===== config.mk =====
export PLATFORM = sky130hd
export DESIGN_NAME = div_sequencer
export DESIGN_NICKNAME = d
export VERILOG_FILES = /design/src/rtl/div_sequencer.sv
export SDC_FILE = /design/constraint.sdc
export NUM_CORES = 1
export LEC_CHECK = 0
export CAP_MARGIN = 5
export CORE_ASPECT_RATIO = 1.1
export CORE_UTILIZATION = 41
export CTS_CLUSTER_SIZE = 28
export DETAILED_ROUTE_END_ITERATION = 8
export PLACE_DENSITY_LB_ADDON = 0.15
export SYNTH_ARGS = -nofsm -noshare
export SYNTH_HDL_FRONTEND = slang
export SYNTH_SLANG_ARGS = --single-unit

===== constraint.sdc =====
create_clock -name clk -period 4.9 [get_ports clk]
set_input_delay 0.49 -clock clk [delete_from_list [all_inputs] [get_ports clk]]
set_output_delay 0.49 -clock clk [all_outputs]
set_load 0.02 [all_outputs]

===== src/rtl/div_sequencer.sv =====
// Iterative radix-2 restoring divider for MIPS DIV/DIVU: one quotient bit per cycle,
// stalls the pipeline while busy and pulses valid_o with the signed-corrected HI/LO.
module div_sequencer #(
    parameter int unsigned DATA_W = 32,
    parameter int unsigned CNT_W  = 6
) (
    input  logic              clk,
    input  logic              rst,
    input  logic              start_i,
    input  logic              signed_i,
    input  logic [DATA_W-1:0] opa_i,
    input  logic [DATA_W-1:0] opb_i,
    input  logic              annul_i,
    output logic              stall_o,
    output logic              valid_o,
    output logic [DATA_W-1:0] hi_o,
    output logic [DATA_W-1:0] lo_o
);

    typedef enum logic [1:0] {StIdle, StRun, StDone} state_e;

    state_e            state_q;
    logic [CNT_W-1:0]  cnt_q;
    logic [DATA_W-1:0] rem_q, quo_q, dvs_q;
    logic              q_neg_q, r_neg_q;

    logic              opa_neg, opb_neg;
    logic [DATA_W-1:0] opa_abs, opb_abs;
    logic [DATA_W:0]   rem_sh, diff;
    logic [DATA_W-1:0] rem_nxt, quo_nxt;

    always_comb begin
        opa_neg = signed_i & opa_i[DATA_W-1];
        opb_neg = signed_i & opb_i[DATA_W-1];
        opa_abs = opa_neg ? -opa_i : opa_i;
        opb_abs = opb_neg ? -opb_i : opb_i;
    end

    // rem < divisor always holds, so bit DATA_W of the difference is a reliable borrow.
    always_comb begin
        rem_sh = {rem_q, quo_q[DATA_W-1]};
        diff   = rem_sh - {1'b0, dvs_q};
        if (!diff[DATA_W]) begin
            rem_nxt = diff[DATA_W-1:0];
            quo_nxt = {quo_q[DATA_W-2:0], 1'b1};
        end else begin
            rem_nxt = rem_sh[DATA_W-1:0];
            quo_nxt = {quo_q[DATA_W-2:0], 1'b0};
        end
    end

    assign stall_o = ((state_q == StIdle) & start_i & ~annul_i) | (state_q == StRun);

    always_ff @(posedge clk or posedge rst) begin
        if (rst) begin
            state_q <= StIdle;
            cnt_q   <= '0;
            rem_q   <= '0;
            quo_q   <= '0;
            dvs_q   <= '0;
            q_neg_q <= 1'b0;
            r_neg_q <= 1'b0;
            valid_o <= 1'b0;
            hi_o    <= '0;
            lo_o    <= '0;
        end else begin
            valid_o <= 1'b0;
            if (annul_i) begin
                state_q <= StIdle;
            end else begin
                unique case (state_q)
                    StIdle: begin
                        if (start_i) begin
                            if (opb_i == '0) begin
                                lo_o    <= '1;
                                hi_o    <= opa_i;
                                valid_o <= 1'b1;
                                state_q <= StDone;
                            end else begin
                                quo_q   <= opa_abs;
                                dvs_q   <= opb_abs;
                                rem_q   <= '0;
                                cnt_q   <= '0;
                                q_neg_q <= opa_neg ^ opb_neg;
                                r_neg_q <= opa_neg;
                                state_q <= StRun;
                            end
                        end
                    end
                    StRun: begin
                        rem_q <= rem_nxt;
                        quo_q <= quo_nxt;
                        cnt_q <= cnt_q + 1'b1;
                        // Sign fix-up on the final edge keeps hi_o/lo_o stable through DONE.
                        if (cnt_q == CNT_W'(DATA_W - 1)) begin
                            lo_o    <= q_neg_q ? -quo_nxt : quo_nxt;
                            hi_o    <= r_neg_q ? -rem_nxt : rem_nxt;
                            valid_o <= 1'b1;
                            state_q <= StDone;
                        end
                    end
                    StDone: state_q <= StIdle;
                    default: state_q <= StIdle;
                endcase
            end
        end
    end

endmodule


### After elaboration in Yosys (flattened, before gate mapping)

Index checks and enable logic that the tools add are counted.
Widths: inputs -> output; s select.

| storage, ports and cells | value |
|---|---|
| logic and storage cells | 72 |
| output and inout port bits | 66 |
| input port bits | 69 |
| register bits after elaboration | 171 |

| operators by class | value |
|---|---|
| reduce and logical (&&, ||, !) cells | 7 |
| mux-type cells | 33 |
| add/sub/neg operators | 6 |
| bitwise gates (word level) | 8 |
| equality and inequality tests | 8 |

Operator list:

| kind | count |
|---|---|
| $mux 32 | 15 |
| $pmux 32 s2 | 4 |
| $neg 32->32 | 4 |
| $sub 33x32->33 | 1 |
| $logic_not 32->1 | 1 |
| $mux 6 | 2 |
| $pmux 6 s2 | 1 |
| $mux 2 | 4 |
| $reduce_and 4->1 | 2 |
| $add 6x1->6 const B | 1 |
| $eq 6x5->1 const B | 1 |
| $mux 1 | 5 |
| $reduce_and 5->1 | 1 |
| $and 1x1->1 | 4 |
| $ne 2x1->1 const B | 2 |
| $ne 2x2->1 const B | 2 |
| $pmux 2 s2 | 1 |
| $ne 3x2->1 const B | 1 |
| $ne 3x3->1 const B | 1 |
| $eq 2x1->1 const B | 1 |
| $logic_not 2->1 | 1 |
| $not 1->1 | 2 |
| $pmux 1 s2 | 1 |
| $reduce_and 2->1 | 1 |
| 3 further kinds | 3 |

### Depth between registers and ports, before layout

Gate-level depths: netlist (run 1).

| depth | value |
|---|---|
| depth after elaboration | 6 |
| depth in mapped cells | 26 |

### Worst setup path after synthesis (run 1)

No wires, ideal clock.

| timing path | value |
|---|---|
| kind | reg-to-reg |
| from | register quo_q[31] |
| to | register hi_o[24] |
| stages on the path, launching flop included | 27 |
| library setup time | 0.069 ns |
| arrival time | 5.255 ns |
| buffers on the path | 3 |
| period minus slack after synthesis | 5.325 ns |
| setup slack | -0.425 ns |
| cells stage by stage | dfrtp_1 -> inv_1 -> ha_1 -> inv_1 -> fa_1 -> a211oi_2 -> o211ai_1 -> a21oi_2 -> a21oi_4 -> o31ai_2 -> buf_2 -> nor2_2 -> inv_2 -> clkbuf_1 -> buf_2 -> nor2_1 -> a21oi_1 -> ha_1 -> nand2_1 -> or3_1 -> or3_1 -> a21oi_1 -> nor3_1 -> o21bai_1 -> or3_1 -> a211o_1 -> nand3_1 |

| between the ends | value |
|---|---|
| longest elaborated chain between the ends | 6 |

Ends and longest elaborated chain:

| item | line | RTL |
|---|---|---|
| from (decl) | 24 | `logic [DATA_W-1:0] rem_q, quo_q, dvs_q;` |
| from (signal assigned) | 80 | `quo_q <= opa_abs;` |
| from (signal assigned) | 92 | `quo_q <= quo_nxt;` |
| $sub 33x32->33 | 42 | `diff = rem_sh - {1'b0, dvs_q};` |
| $mux 32 * | 43 | `if (!diff[DATA_W]) begin` |
| $neg 32->32 | 97 | `hi_o <= r_neg_q ? -rem_nxt : rem_nxt;` |
| $mux 32 * | 97 |  |
| $mux 32 * | 95 | `if (cnt_q == CNT_W'(DATA_W - 1)) begin` |
| $pmux 32 s2 * | 71 | `unique case (state_q)` |
| to (signal assigned) | 76 | `hi_o <= opa_i;` |
| to (signal assigned) | 97 |  |
| to (decl) | 16 | `output logic [DATA_W-1:0] hi_o,` |

Every way passes the cells marked *; elsewhere a longest branch is shown, timed or not. The select of a mux whose other input is x is not followed.
A chain may end at the register's enable or synchronous reset.

### Worst setup path in the final report (run 1)

| timing path | value |
|---|---|
| from | register rem_q[24] |
| to | register hi_o[24] |

| between the ends | value |
|---|---|
| longest elaborated chain between the ends | 6 |

Ends and longest elaborated chain:

| item | line | RTL |
|---|---|---|
| from (decl) | 24 |  |
| from (signal assigned) | 91 | `rem_q <= rem_nxt;` |
| $sub 33x32->33 * | 42 |  |
| $mux 32 * | 43 |  |
| $neg 32->32 | 97 |  |
| $mux 32 * | 97 |  |
| $mux 32 * | 95 |  |
| $pmux 32 s2 * | 71 |  |

Marked as above.

==> results of run 1 <==
-- cell usage in the layout (no fill, tap or decap), types with 5 or more instances in the layout --
cell | Yosys | final
a211o_1 | 6 | 6
a31o_2 | 7 | 7
o31ai_1 | 19 | 19
dfrtp_1 | 171 | 171
nand3b_1 | 5 | 5
a21o_1 | 12 | 12
nand2_1 | 215 | 215
nor2_1 | 144 | 144
nand3_1 | 25 | 25
o21a_1 | 9 | 9
o2111ai_1 | 7 | 7
nor3_1 | 37 | 37
a22o_1 | 6 | 6
a211oi_1 | 18 | 18
xnor2_1 | 45 | 45
or3_4 | 3 | 6
nand2b_1 | 6 | 6
mux2i_1 | 29 | 27
nor2b_1 | 6 | 5
o211ai_1 | 9 | 9
mux2_2 | 6 | 6
or2_2 | 5 | 5
or4_1 | 16 | 16
inv_6 | 0 | 6
and2_1 | 15 | 15
inv_1 | 54 | 52
xor2_1 | 69 | 69
and3_1 | 12 | 11
nor4_1 | 18 | 17
o41ai_1 | 12 | 12
a21oi_1 | 137 | 135
or3_1 | 34 | 31
clkdlybuf4s50_1 | 0 | 134
o21ai_0 | 168 | 168
ha_1 | 37 | 35
a31oi_1 | 32 | 32
buf_4 | 4 | 58
nand4_1 | 5 | 5
clkbuf_16 | 0 | 17
-- worst max-delay path, delay by kind of cell, from the launching register on --
family | cells | cell delay (ns)
AOI/OAI and AO/OA | 7 | 1.62
adders and majority gates | 2 | 0.49
DFF | 1 | 0.42
muxes | 2 | 0.65
and+or+nand+nor | 7 | 1.55
-- stage by stage --
stage	util (%)	cells	cell area [µm²]	setup TNS [ns]	total power, W
after floorplan	-	1568	12500	-0.159	0.00272
after global placement	48.6	2075	14500	0	0.00319
after detailed placement	48.6	2075	14500	-0.302	0.00321
after CTS	50.7	2111	15100	0	0.00463
after global routing	51.0	2116	15200	-0.268	0.00491
final	51.0	2116	15200	0	0.00463
-- cell type report --
| type | instances | area [µm²] | share of cell area (%) |
|---|---|---|---|
| repair buffers | 196 | 1860 | 12.2 |
| well taps | 408 | 510 | 3.36 |
| flip-flops and latches | 171 | 4280 | 28.1 |
| inverters | 57 | 218 | 1.43 |
| clock inverters | 15 | 163 | 1.07 |
| multi-input cells | 1252 | 7760 | 51.0 |
| clock buffers | 17 | 425 | 2.80 |
-- routing by layer --
layer  vias up  GRT usage [%]
met5         -              0
met4         0           7.53
met3        48           2.31
met2       303           42.9
met1      5693           33.8
li1       5883              -
-- state kept, by name (all words and copies together), names as in the netlist --
name     flops
dvs_q       32
hi_o        32
lo_o        32
quo_q       32
rem_q       32
cnt_q        6
state_q      2
q_neg_q      1
r_neg_q      1
valid_o      1
-- timing repair --
action	CTS	global route
setup buffers	4	5
pin swaps	3	3
endpoints found under the setup margin	5	10
gates resized for setup	3	11
-- logic make-up after synthesis --
family / count (synthesis) / share of synthesized area, %
AO/OA/AOI/OAI: 495 / 24.9
XOR/XNOR: 114 / 7.99
multiplexers: 35 / 2.86
buffers and inverters: 145 / 4.72
adder cells (fa/ha/maj): 38 / 3.86
flip-flops: 171 / 34.2
AND/OR/NAND/NOR: 570 / 21.4
-- worst paths after layout --
check,end,slack (ns),depth (start not counted)
min in group asynchronous,lo_o[22],0.63,3
hold reg to reg,dvs_q[21],0.48,2
setup / recovery,hi_o[24],0.07,18
max in group asynchronous,rem_q[0],3.55,3
hold / removal,dvs_q[21],0.48,2
setup reg to reg,hi_o[24],0.07,18
-- power by group through the flow --
| stage | Clock (W) | Combinational (W) | Sequential [W] |
|---|---|---|---|
| floorplan | 0 | 0.00101 | 0.00171 |
| global placement | 0 | 0.00145 | 0.00174 |
| detailed placement | 0 | 0.00147 | 0.00174 |
| CTS | 0.00143 | 0.00149 | 0.00171 |
| global route | 0.00148 | 0.00169 | 0.00174 |
| finish | 0.00140 | 0.00152 | 0.00172 |
==> metrics, run 1 <==
Final WS setup=roughly 0.073 ns; Vias/cell=5.64; clock slew at reported path FFs=roughly 0.070 ns; cell type with the largest total area after synthesis=dfrtp_1; largest net degree at the start of global routing=172; Detail Route met2 WL=around 18,000 µm; Post-synth EDFFs=0; Critical Path Start=rem_q[24]; top sig layer=met4; CTS max path bufs=2; crit-path most repeated cell=or3_4; status=finished clean; worst-path maximum fanout=4; Hold Crit Class=flop to flop; FF-to-FF Start=rem_q[24]; dominant synthesized flop cell=dfrtp_1; Avg Cell Area, Syn=7.97 µm²; Clock Root Buffer=clkbuf_16; GRT Util Overall=25.2%; CP endpoint kind=flop; ant diodes=0; Worst-Skew Late Latency=around 0.45 ns; synthesis-to-finish area growth=21.7%; die area=just over 30,000 µm²; ratio of cells with drive above 1 in the final layout=just over 9%; max cap viols=0; IO buf count=around 130; CTS tree=done; CP Class=flop to flop; sequential share of power=a little under two fifths; synthesis-stage register bit count=171; worst IR drop on VDD=between 0.2 and 0.25 mV; Sw Ratio=36.3%; PwrDens=about 300 nW/µm²; drt first pass iters=5; WP data arrival=5.20 ns; Rows=66; CP peak stage delay=~0.42 ns; relative slew slack=32.8%; Starting Density=a little over two fifths; DR WL/cell=~18 µm; total gr overflow=0; CTS sink cnt=roughly 170; Pleak=between 6 and 7 nW; Warnings, synthesis=0; largest cells by area after synthesis=dfrtp_1 34%, o21ai_0 6.7%, nand2_1 6.5%; Via Count=approximately 12,000; Slew @ Worst Pin=between 1 and 1.5 ns; Tmin final=~4.8 ns; GP Congestion=just under 0.9; count leader, synth=nand2_1; vias in the first global route=around 11,000; clock group share of total power=a little under a third; Pint=between 0.002 and 0.003 W; Psw=approximately 0.0017 W; Routed Antenna Nets=0; die height=about 190 µm; number of fillers in the final layout=a little under 3,000; combinational group share of total power=around 33%; final WL=between 30,000 and 40,000 µm; Setup Viol. Count Final=0; Hold Buf Count CTS=0; DP HPWL=just under 30,000 µm; Post-Syn Nets=about 1,700; Fin. Hold Viols=0; DR WL met3=1410 µm; Synth top area share=roughly a third; DR iter-0 viols=a little under 800; Hold WS=roughly 0.48 ns; CORE AREA=29,800 µm²; M1 wire length=approximately 18,000 µm; Post-synth top cells=215 x nand2_1, 171 x dfrtp_1, 168 x o21ai_0; TritonCTS buffer count=17; Max H-tree Level=4; sequential share of the synthesized area=34.2%; worst path cell trace=ha_1, a21o_1, a31o_2, a221oi_4, mux2i_2, o31ai_4, nor2_4, mux2i_4, ha_4, nand2_1, or3_4, or3_4, a21oi_2, nor3_1, o21bai_4, or3_4, a211o_1, nand3_1; CP max stage cell=dfrtp_1; RSZ-0062 raised after global routing=yes; initial antenna violation count=0; Synth async-reset ratio=100%; first-pass GRT wire length=around 60,000 µm; Setup WS pre-CTS=-0.123 ns; hold path startpoint=dvs_q[21]; synthesized instance count=~1,600; Nets=between 1,500 and 2,000; Slew Viols, Final=0; Worst Setup Start Kind=flop; chip width=168 µm; num ports=about 140; Netlist cell types=86; Post-Syn Area=~12,000 µm²; fmax=slightly above 200 MHz; drt drc=0; clk_skew=approximately 0.012 ns; period utilization=between 90% and 100%; CP required=5.27 ns
Power figures use the tool's default switching activity.
==> run 2: changes to the inputs <==
CTS_CLUSTER_DIAMETER = 50   (was default)
==> results of run 2 <==
No change in the layout: final DEF, timing and power equal those of run 1.
==> run 3: changes to the inputs <==
CTS_BUF_LIST = sky130_fd_sc_hd__clkbuf_4   (was default)
==> metrics, run 3 (synthesis gave the netlist of run 1 again) <==
status=finished clean; initial antenna violation count=2 (+2); RSZ-0062 raised after global routing=yes; FF-to-FF Start=quo_q[31]; CP required=5.45 ns (+0.18 ns); IO buf count=134 (unchanged); CTS sink cnt=171 (unchanged); CP bufs+invs=3 (+3); Reg2Reg Depth=22 (+4); Worst Setup Start Kind=flop; Psw=0.00163 W (-3.0%); Via Count=11,900 (+0.13%); Routed Antenna Nets=0 (unchanged); worst-path maximum fanout=6 (+2); CTS max path bufs=2 (unchanged); met1 Usage GRT=33.6% (-0.14 points); Slew @ Worst Pin=1.12 ns (+0.110 ns); clock group share of total power=21.5% (-8.6 points); CP endpoint kind=flop; Worst-Skew Late Latency=0.62 ns (+0.17 ns); WP depth=22 (+4); period utilization=98.1% (-0.45 points); num ports=135 (unchanged); vias in the first global route=11,300 (+0.23%); Rows=66 (unchanged); max cap viols=0 (unchanged); PwrDens=276 nW/µm² (-9.3%); Max H-tree Level=4 (unchanged); Hold Crit Class=input pin to async pin; Starting Density=41.9% (unchanged); Fin. Hold Viols=0 (unchanged); TritonCTS buffer count=17 (unchanged); Pleak=6.15 nW (-1.6%); ratio of cells with drive above 1 in the final layout=9.72% (+0.47 points); worst path cell trace=inv_2, ha_4, inv_1, fa_2, a211oi_2, o211ai_1, a21oi_2, buf_6, a21oi_4, o211a_4, nor2_4, mux2i_4, ha_4, nand2_1, or3_4, or3_4, a21oi_4, nor3_2, o21bai_4, or3_4, a211o_1, nand3_1; CP Class=flop to flop; Sw Ratio=39.4% (+3.1 points); Placed Cells=2,075 (unchanged); met3 Use GR=3.06% (+0.75 points); drt first pass iters=5 (unchanged); synthesis-to-finish area growth=20.1%; drt drc=0 (unchanged); Hold Buf Count CTS=0 (unchanged); largest net degree at the start of global routing=172 (unchanged); fmax=208 MHz (+0.46%); CORE AREA=29,800 µm² (unchanged); Top Usage Layer GRT=met2; relative slew slack=25.5% (-7.3 points); final non-filler cell total=2,118 (+0.095%); CTS tree=done; setup TNS=0 ns (unchanged); final core occ=50.3% (-0.70 points); DP HPWL=29,100 µm (unchanged); total gr overflow=0 (unchanged); chip width=168 µm (unchanged); final WL=38,300 µm (about the same); crit-path most repeated cell=or3_4; Slew Viols, Final=0 (unchanged); commonest non-fill, non-tap cells in the layout=215 x nand2_1, 171 x dfrtp_1, 168 x o21ai_0; GRT Util Overall=25.1% (-0.081 points); flop2flop setup slack=0.1 ns (+0.02 ns); RR Endpoint=hi_o[24]; Overall Power=0.00414 W (-11%); Vias/cell=5.64 (about the same); clk_skew=0.0317 ns (+0.0200 ns); most common cell after layout, fill and taps aside=nand2_1; die height=185 µm (unchanged); worst IR drop on VDD=0.167 mV (-29%); CP max stage cell=dfrtp_1; Clock Root Buffer=clkbuf_4; grt met2 use=42.5% (-0.40 points); first-pass GRT wire length=61,500 µm (-0.36%); die area=31,200 µm² (unchanged); Critical Path Start=quo_q[31]; DR WL/cell=18.1 µm (about the same); DR iter-0 viols=809 (+2.1%); Nets=1,802 (unchanged); combinational group share of total power=37.1% (+4.3 points); Tmin final=4.80 ns (-0.0222 ns); sequential share of power=41.4% (+4.3 points); Setup Viol. Count Final=0 (unchanged); WP data arrival=5.35 ns (+0.15 ns); GP Congestion=0.895 (unchanged); CP peak stage delay=0.42 ns (about the same); critical path endpoint=hi_o[24]; critical path's top delay family=compound AO/OA/AOI/OAI gates; clock slew at reported path FFs=0.16 ns (+0.09 ns); Pint=0.00251 W (-15%)
-- run 3: worst register-to-register path, delay by kind of cell, from the launching register on --
family	cells	cell delay, ns
AO/OA/AOI/OAI	8	1.54
adder cells (fa/ha/maj)	3	0.70
buffers and inverters	3	0.27
flip-flops	1	0.42
multiplexers	1	0.31
AND/OR/NAND/NOR	7	1.51
-- run 3: area by class of cell --
| cell class | count | area [µm²] |
|---|---|---|
| fill | 2963 | 14800 |
| multi-input combinational | 1252 | 7840 |
| sequential | 171 | 4280 |
| timing repair buffer | 196 | 1860 |
| tap | 408 | 510 |
| inverter | 57 | 218 |
| clock inverter | 15 | 163 |
| clock buffer | 17 | 128 |
| antenna | 2 | 5.00 |
-- run 3: routing by layer --
layer	vias up	routed length, µm
met5	-	0
met4	0	704
met3	40	1760
met2	314	18300
met1	5711	17500
li1	5877	-
-- run 3: what timing repair did --
| item | CTS | global route |
|---|---|---|
| setup endpoints to repair | 6 | 10 |
| gates resized for setup | 3 | 25 |
| pin swaps | 3 | 19 |
| setup buffers | 5 | 4 |
-- run 3: per-stage QoR --
stage / worst slack, ns / instance area (µm²) / hold slack (ns)
3_3_place_gp: 0.0259 / 14500 / 0.461
2_1_floorplan: -0.118 / 12500 / 0.450
5_1_grt: -0.0629 / 15000 / 0.483
3_5_place_dp: -0.123 / 14500 / 0.471
6_report: 0.0954 / 15000 / 0.381
4_1_cts: 0.0203 / 14800 / 0.464
-- run 3: power by group through the flow --
stage                     Combinational (W)  Clock [W]  Sequential (W)
after floorplan                     0.00101          0         0.00171
after global placement              0.00145          0         0.00174
after detailed placement            0.00147          0         0.00174
after CTS                           0.00149   0.000910         0.00171
after global routing                0.00171   0.000961         0.00174
final                               0.00154   0.000890         0.00172
-- run 3: worst min-delay path by stage --
stage                   start   endpoint  slack, ns  cells past startpoint
detailed placement  dvs_q[21]  dvs_q[21]       0.47                      2
global placement    dvs_q[19]  dvs_q[19]       0.46                      2
global route         opb_i[1]   dvs_q[1]       0.48                      3
finish                    rst   lo_o[22]       0.38                      3
CTS                  opb_i[1]   dvs_q[1]       0.46                      3
floorplan           dvs_q[17]  dvs_q[17]       0.45                      2
